### config.mk
export PLATFORM = sky130hd
export DESIGN_NAME = uart_cmd_rx
export DESIGN_NICKNAME = d
export VERILOG_FILES = /design/src/rtl/uart_cmd_rx.sv
export SDC_FILE = /design/constraint.sdc
export NUM_CORES = 1
export LEC_CHECK = 0
export BUFFER_PORTS_ARGS = -buffer_cell sky130_fd_sc_hd__buf_2
export CORE_ASPECT_RATIO = 1.25
export CORE_MARGIN = 10
export CORE_UTILIZATION = 50
export DETAILED_ROUTE_END_ITERATION = 6
export PLACE_DENSITY = 0.65
export SYNTH_ARGS = -nofsm -noshare
export SYNTH_HDL_FRONTEND = slang
export SYNTH_SLANG_ARGS = --single-unit
### constraint.sdc
create_clock -name ex_clk -period 3.47 [get_ports ex_clk]
set_input_delay 0.694 -clock ex_clk [delete_from_list [all_inputs] [get_ports ex_clk]]
set_output_delay 0.694 -clock ex_clk [all_outputs]
set_load 0.02 [all_outputs]
### src/rtl/uart_cmd_rx.sv
// uart_cmd_rx -- UART byte receiver with host-command decode.
//
// Receives 8N1 frames (or 8E1 when UART_PARITY_EN is defined) on an
// asynchronous serial line, presents each correctly framed byte, and
// decodes bytes of the form 2'b01_xxxxxx as a 6-bit host command index.
//
// Build option:
//   UART_PARITY_EN  -- one even-parity bit follows the data bits; a parity
//                      mismatch is reported on uart_frame_err and the byte
//                      is dropped.
//
// Parameters:
//   CLKS_PER_BIT    -- ex_clk cycles per UART bit (4..65535)
//
// Ports:
//   ex_clk          -- sole clock, rising edge
//   ex_resetn       -- asynchronous active-low reset
//   uart_rx         -- serial line, idles high, asynchronous to ex_clk
//   uart_rx_data    -- last correctly received byte
//   uart_rx_valid   -- one-cycle pulse when uart_rx_data updates
//   uart_cmd        -- command index from the last command byte
//   uart_cmd_en     -- one-cycle pulse when uart_cmd updates
//   uart_frame_err  -- one-cycle pulse on a bad stop (or parity) bit
//   uart_busy       -- high whenever the receiver is not idle
module uart_cmd_rx #(
  parameter int CLKS_PER_BIT = 434
) (
  input  logic       ex_clk,
  input  logic       ex_resetn,
  input  logic       uart_rx,
  output logic [7:0] uart_rx_data,
  output logic       uart_rx_valid,
  output logic [5:0] uart_cmd,
  output logic       uart_cmd_en,
  output logic       uart_frame_err,
  output logic       uart_busy
);

  localparam logic [15:0] BIT_LAST = 16'(CLKS_PER_BIT - 1);
  localparam logic [15:0] BIT_HALF = 16'(CLKS_PER_BIT / 2);

  typedef enum logic [2:0] {
    IDLE  = 3'd0,
    START = 3'd1,
    DATA  = 3'd2,
    STOP  = 3'd3,
    BREAK = 3'd4
`ifdef UART_PARITY_EN
    ,
    PARITY = 3'd5
`endif
  } state_t;

  // Even parity: the parity bit that makes the total count of ones even.
  function automatic logic even_parity(input logic [7:0] d);
    return ^d;
  endfunction

  logic       rx_meta_r;
  logic       rx_sync_r;
  state_t     state_r;
  logic [15:0] cnt_r;
  logic [2:0] bit_idx_r;
  logic [7:0] shift_r;
  logic       load_pend_r;
  logic [7:0] data_r;
  logic       valid_r;
  logic [5:0] cmd_r;
  logic       cmd_en_r;
  logic       frame_err_r;
  logic       busy_r;
  logic       parity_bad_s;

`ifdef UART_PARITY_EN
  logic       parity_err_r;
  assign parity_bad_s = parity_err_r;
`else
  assign parity_bad_s = 1'b0;
`endif

  assign uart_rx_data   = data_r;
  assign uart_rx_valid  = valid_r;
  assign uart_cmd       = cmd_r;
  assign uart_cmd_en    = cmd_en_r;
  assign uart_frame_err = frame_err_r;
  assign uart_busy      = busy_r;

  // Two-flop synchronizer for the serial line; resets to the idle level.
  always_ff @(posedge ex_clk or negedge ex_resetn) begin
    if (!ex_resetn) begin
      rx_meta_r <= 1'b1;
      rx_sync_r <= 1'b1;
    end else begin
      rx_meta_r <= uart_rx;
      rx_sync_r <= rx_meta_r;
    end
  end

  // Receive FSM plus registered output pulses and held data/command.
  always_ff @(posedge ex_clk or negedge ex_resetn) begin
    if (!ex_resetn) begin
      state_r      <= IDLE;
      cnt_r        <= 16'd0;
      bit_idx_r    <= 3'd0;
      shift_r      <= 8'd0;
      load_pend_r  <= 1'b0;
      data_r       <= 8'd0;
      valid_r      <= 1'b0;
      cmd_r        <= 6'd0;
      cmd_en_r     <= 1'b0;
      frame_err_r  <= 1'b0;
      busy_r       <= 1'b0;
`ifdef UART_PARITY_EN
      parity_err_r <= 1'b0;
`endif
    end else begin
      valid_r     <= 1'b0;
      cmd_en_r    <= 1'b0;
      frame_err_r <= 1'b0;
      load_pend_r <= 1'b0;

      // Byte accepted on the previous cycle: publish it one cycle after the
      // stop-bit sample. shift_r is stable here because the next frame's
      // first data bit is at least a bit period away.
      if (load_pend_r) begin
        data_r  <= shift_r;
        valid_r <= 1'b1;
        if (shift_r[7:6] == 2'b01) begin
          cmd_r    <= shift_r[5:0];
          cmd_en_r <= 1'b1;
        end
      end

      case (state_r)
        IDLE: begin
          if (!rx_sync_r) begin
            state_r   <= START;
            cnt_r     <= 16'd0;
            bit_idx_r <= 3'd0;
            busy_r    <= 1'b1;
          end
        end

        START: begin
          if (cnt_r == BIT_HALF) begin
            cnt_r <= 16'd0;
            if (!rx_sync_r) begin
              state_r <= DATA;
            end else begin
              // Line went back high: a glitch, not a start bit.
              state_r <= IDLE;
              busy_r  <= 1'b0;
            end
          end else begin
            cnt_r <= cnt_r + 16'd1;
          end
        end

        DATA: begin
          if (cnt_r == BIT_LAST) begin
            cnt_r     <= 16'd0;
            shift_r   <= {rx_sync_r, shift_r[7:1]};
            bit_idx_r <= bit_idx_r + 3'd1;
            if (bit_idx_r == 3'd7) begin
`ifdef UART_PARITY_EN
              state_r <= PARITY;
`else
              state_r <= STOP;
`endif
            end
          end else begin
            cnt_r <= cnt_r + 16'd1;
          end
        end

`ifdef UART_PARITY_EN
        PARITY: begin
          if (cnt_r == BIT_LAST) begin
            cnt_r        <= 16'd0;
            parity_err_r <= (rx_sync_r != even_parity(shift_r));
            state_r      <= STOP;
          end else begin
            cnt_r <= cnt_r + 16'd1;
          end
        end
`endif

        STOP: begin
          if (cnt_r == BIT_LAST) begin
            cnt_r <= 16'd0;
            if (rx_sync_r) begin
              state_r <= IDLE;
              busy_r  <= 1'b0;
              if (parity_bad_s) begin
                frame_err_r <= 1'b1;
              end else begin
                load_pend_r <= 1'b1;
              end
            end else begin
              // Low stop bit: framing error or break; wait for idle line.
              frame_err_r <= 1'b1;
              state_r     <= BREAK;
            end
          end else begin
            cnt_r <= cnt_r + 16'd1;
          end
        end

        BREAK: begin
          if (rx_sync_r) begin
            state_r <= IDLE;
            cnt_r   <= 16'd0;
            busy_r  <= 1'b0;
          end
        end

        default: begin
          state_r <= IDLE;
          cnt_r   <= 16'd0;
          busy_r  <= 1'b0;
        end
      endcase
    end
  end

endmodule

== Yosys cells after proc, flatten, opt, wreduce, memory -nomap -nowiden ==
Cells that the tools add are included.
Widths: inputs -> output; s select.

* Register bits: 51
* Logic and storage cells: 70
* Output and inout port bits: 18

* Bitwise gates (word level): 1
* $add $sub $neg: 2
* Equality and inequality tests: 14
* Multiplexer cells: 31
* Reduce and logical (&&, ||, !) cells: 9

{| class="wikitable"
|+ Operators by type and width
! operator !! number
|-
| $mux 16 || 4
|-
| $pmux 16 s4 || 1
|-
| $mux 3 || 9
|-
| $add 16x1->16 const B || 1
|-
| $eq 16x8->1 const B || 1
|-
| $eq 16x9->1 const B || 1
|-
| $pmux 3 s5 || 1
|-
| $mux 1 || 13
|-
| $ne 2x2->1 const B || 6
|-
| $eq 3x2->1 const B || 2
|-
| $eq 3x3->1 const B || 2
|-
| $pmux 3 s2 || 1
|-
| $reduce_and 2->1 || 3
|-
| $reduce_and 6->1 || 1
|-
| $pmux 1 s5 || 1
|-
| $reduce_and 4->1 || 1
|-
| $add 3x1->3 const B || 1
|-
| $eq 3x1->1 const B || 1
|-
| $logic_not 3->1 || 1
|-
| $reduce_and 3->1 || 1
|-
| $eq 2x1->1 const B || 1
|-
| $mux 2 || 1
|-
| $reduce_bool 2->1 || 1
|-
| $reduce_or 2->1 || 1
|-
| $not 1->1 || 1
|}

== Longest topological paths before layout ==
* Depth after elaboration: 4
* Mapped depth: 8
* Gate-level depth less buffers: 7

== Worst setup path after synthesis ==
No wires, ideal clock.

* Kind: register -> register
* Start: register cnt_r[9]
* End: register shift_r[0]
* Library setup time: 0.125 ns
* Clock period less this slack: 1.811 ns
* Path slack: 1.659 ns
* Cell stages (with the launch flop): 8
* Required time: 3.345 ns
* Buffers on the path: 2
* Data arrival time: 1.687 ns
* Cell sequence: dfrtp_1 clkdlybuf4s15_2 nor3b_2 nand3_1 nor2_1 and3_1 buf_4 mux2_2

* Cells in the longest elaborated chain, start to end: 2

{| class="wikitable"
|+ Ends and longest elaborated chain
! what !! line !! source
|-
| start, declared || 62 || <nowiki>logic [15:0] cnt_r;</nowiki>
|-
| start signal, assigned || 155 || <nowiki>cnt_r <= cnt_r + 16'd1;</nowiki>
|-
| start signal, assigned || 172 || <nowiki>cnt_r <= cnt_r + 16'd1;</nowiki>
|-
| start signal, assigned || 205 || <nowiki>cnt_r <= cnt_r + 16'd1;</nowiki>
|-
| $eq 16x9->1 || 160 || <nowiki>if (cnt_r == BIT_LAST) begin</nowiki>
|-
| $reduce_and 2->1 (no source line) || n/a ||
|-
| end signal, assigned || 162 || <nowiki>shift_r <= {rx_sync_r, shift_r[7:1]};</nowiki>
|-
| end, declared || 64 || <nowiki>logic [7:0] shift_r;</nowiki>
|}

No other way between the ends.
A chain may end at the register's enable or synchronous reset.

== Worst setup path in the final report ==
* Start: register cnt_r[10]
* End: register cnt_r[10]

* Cells in the longest elaborated chain, start to end: 3
* Elaborated cells on any way between the ends: 6
* Those cells by class: add/sub: 1; eq/ne: 2; mux: 3

{| class="wikitable"
|+ Ends and longest elaborated chain
! what !! line !! source
|-
| $add 16x1->16, or another cell as far along || 155, 172, 205 ||
|-
| $mux 16 (on tied branches) || 160, 189, 145 ||
|-
| $pmux 16 s4 * || 134 || <nowiki>case (state_r)</nowiki>
|}

Every way passes the cells marked *; elsewhere a longest branch is shown, timed or not.

==> summary.txt <==
Clock network
  • CTS resizes: 0
  • Clock Latency Late Sink: roughly 0.31 ns
  • Max Buffers Root-to-Sink: 2
  • Root buf cell: clkbuf_8
  • Clock sink count: 51
  • Clock transition at path regs: approximately 0.10 ns
  • CTS tree: yes
  • Hold_buf cts: 0
  • Number of H-tree levels: 2
  • Post-CTS setup buffers: 0
  • CTS Buf Count: 5

Setup path
  • Crit path max-delay family: compound AO/OA/AOI/OAI gates
  • Crit path buffers/inverters: 0
  • Required @ worst endpoint: roughly 3.7 ns
  • CP Max Fanout: 20
  • Critical path capture point type: flop
  • CP Class: reg -> reg
  • Slowest CP cell: a22oi_2
  • Crit-path cells: nor4_2 -> nand4_1 -> a22oi_2 -> o21ai_0 -> a21o_1
  • Critical Path AT: approximately 2.5 ns
  • Crit start category: flop
  • Worst path max stage delay: between 0.6 and 0.7 ns

Timing
  • Fin Setup TNS: 0 ns
  • Fin crit share: 0.659
  • Clk_skew: just over 0.01 ns
  • Fmax: about 440 MHz
  • Slew Limit Headroom: 0.475
  • Final hold vios: 0
  • Least-Margin Pin Slew: roughly 0.8 ns
  • Max Slew Vio Count: 0
  • Unrepaired setup endpoints after global routing: no
  • WHS: 0.386 ns
  • Final min period: approximately 2.3 ns
  • Setup violations, final: 0

Place
  • GP Congestion: 0.790
  • Port bufs: 20
  • Detailed Place HPWL: 3200 um
  • Post-DP Area: approximately 2600 sq um

Logic synthesis
  • Net Count, Synth: between 200 and 250
  • Seq/Total Area, Yosys: 0.517
  • Synth Area per Inst: between 10 and 15 sq um
  • Ys async rst share: 1.00
  • Netlist Area Pre-Place: approximately 2500 sq um
  • Top_reg_cell synth: dfrtp_1
  • Ys Warns: 0
  • Cells after synthesis: 230
  • Yosys cell types: 55
  • Post-synth EDFFs: 0
  • Register bit total from synthesis: approximately 50

Layout
  • Share of cells above drive strength 1: 0.263
  • Area grow syn2layout: 8.54%
  • FILL cells: slightly above 400
  • Multi-input gate area: approximately 1100 sq um
  • # diodes: 0
  • Post-Layout Inst Area: around 2700 sq um
  • Storage cell area: around 1300 sq um
  • Final nets: 253

Global routing
  • Pin count of the biggest net entering global routing: 37
  • Initial antenna violation count: 0
  • Number of global-route vias before repair: roughly 1700
  • First-pass GRT wire length: a little under 8000 um
  • Tot GR Track Use: 0.112
  • GRT overflow: 0

Floorplan
  • Core Footprint: between 4000 and 5000 sq um
  • Die X: between 80 and 90 um
  • I/O pins: 21
  • Rows: 28
  • Initial Utilization: 0.519
  • Die span in y: around 100 um
  • Die Footprint: slightly above 8000 sq um

Drt
  • Final WL: approximately 4400 um
  • Vias per cell: 5.46
  • Vias: between 1500 and 2000
  • Remaining DRCs: 0
  • First drt pass iteration count: 5
  • Wire per inst: 14.4 um
  • DRT antenna net count: 0
  • First DRT Iteration DRCs: 57

Pwr
  • Cell Pwr Density: 381 nW/um^2
  • Max VDD drop: approximately 0.18 mV
  • Total power: 1.02 mW
  • Pleak: between 1 and 1.5 nW

Flow run
  • Number of max-cap violations: 0

Hold path
  • Hold/Removal Path Class: reg -> reg

Outcome
  • Status: complete, no violations
[placed cells by master, fill, tap and decap left out, types with 3 or more instances in the layout]
cell / Yosys / layout
nand3_1: 7 / 7
nor2_1: 17 / 17
xnor2_1: 3 / 3
clkbuf_8: 0 / 5
a21oi_1: 4 / 4
inv_1: 4 / 4
nor3_1: 7 / 7
a22o_1: 5 / 5
buf_2: 1 / 20
o21ai_0: 13 / 13
mux2_2: 17 / 17
dfrtp_1: 49 / 49
ha_1: 4 / 4
nand2_1: 37 / 37
nand4_1: 4 / 4
nor4bb_1: 3 / 3
[worst paths after layout]
path | start | endpoint | slack, ns | cells past startpoint
min reg2reg | rx_meta_r | rx_sync_r | 0.39 | 0
min | rx_meta_r | rx_sync_r | 0.39 | 0
min in group asynchronous | ex_resetn | uart_cmd_en | 0.46 | 1
max in group asynchronous | ex_resetn | cnt_r[12] | 2.30 | 2
max reg2reg | cnt_r[10] | cnt_r[10] | 1.18 | 5
max | cnt_r[10] | cnt_r[10] | 1.18 | 5
[routing by layer]
metal / vias to the layer above / routed length, um / global-route usage
met1: 809 / 1950 / 0.131
li1: 834 / - / -
met4: 0 / 71 / 0.0486
met3: 5 / 209 / 0.0313
met5: - / 0 / 0
met2: 28 / 2210 / 0.186
[state kept, by name (all words and copies together), names as in the netlist]
| name | count |
|---|---|
| load_pend_r | 1 |
| shift_r | 8 |
| uart_busy | 1 |
| rx_sync_r | 1 |
| uart_rx_valid | 1 |
| rx_meta_r | 1 |
| cnt_r | 16 |
| uart_cmd_en | 1 |
| state_r | 3 |
| uart_rx_data | 8 |
| uart_frame_err | 1 |
| uart_cmd | 6 |
| bit_idx_r | 3 |
[area by class of cell]
class / instances / area share
Multi-Input combinational cell: 163 / 0.408
Inverter: 4 / 0.00559
Clock inverter: 3 / 0.0163
Timing Repair Buffer: 21 / 0.0401
Tap cell: 60 / 0.0279
Clock buffer: 5 / 0.0256
Sequential cell: 51 / 0.476
[power breakdown]
group	total, mW	internal [mW]	switching [mW]
sequential	0.598	0.596	0.00172
combinational	0.0157	0.00276	0.0129
clock	0.411	0.215	0.196
[logic make-up after synthesis]
group / Yosys count / synth area share
flip-flops: 51 / 0.517
adder cells (fa/ha/maj): 4 / 0.0202
AND/OR/NAND/NOR: 99 / 0.220
multiplexers: 19 / 0.0854
AO/OA/AOI/OAI: 36 / 0.0996
XOR/XNOR: 5 / 0.0177
buffers and inverters: 16 / 0.0399
[stage by stage]
stage / instances / util / worst slack, ns
floorplan: 230 / - / 1.66
global placement: 299 / 0.540 / 1.25
detailed placement: 299 / 0.540 / 1.17
CTS: 307 / 0.564 / 1.17
global route: 307 / 0.564 / 0.949
finish: 307 / 0.564 / 1.18
[synth_stat cells (2+ instances only)]
master / count / share of area
and2_2: 2 / 0.0061
nor3_1: 7 / 0.014
buf_4: 2 / 0.0061
nand3_1: 7 / 0.014
nand4_1: 4 / 0.010
mux2i_1: 2 / 0.0081
nor4_4: 2 / 0.017
or3_1: 2 / 0.0051
a21oi_1: 4 / 0.0081
dfrtp_1: 49 / 0.50
xnor2_1: 3 / 0.011
nor4bb_1: 3 / 0.012
clkbuf_1: 5 / 0.0076
dfstp_2: 2 / 0.021
buf_6: 3 / 0.014
or2_2: 2 / 0.0051
mux2_2: 17 / 0.077
a21o_1: 2 / 0.0061
inv_1: 4 / 0.0061
o21ai_0: 13 / 0.026
a22o_1: 5 / 0.018
ha_1: 4 / 0.020
nand2_1: 37 / 0.056
xor2_1: 2 / 0.0071
nor2_1: 17 / 0.026
(Power assumes the default switching activity.)
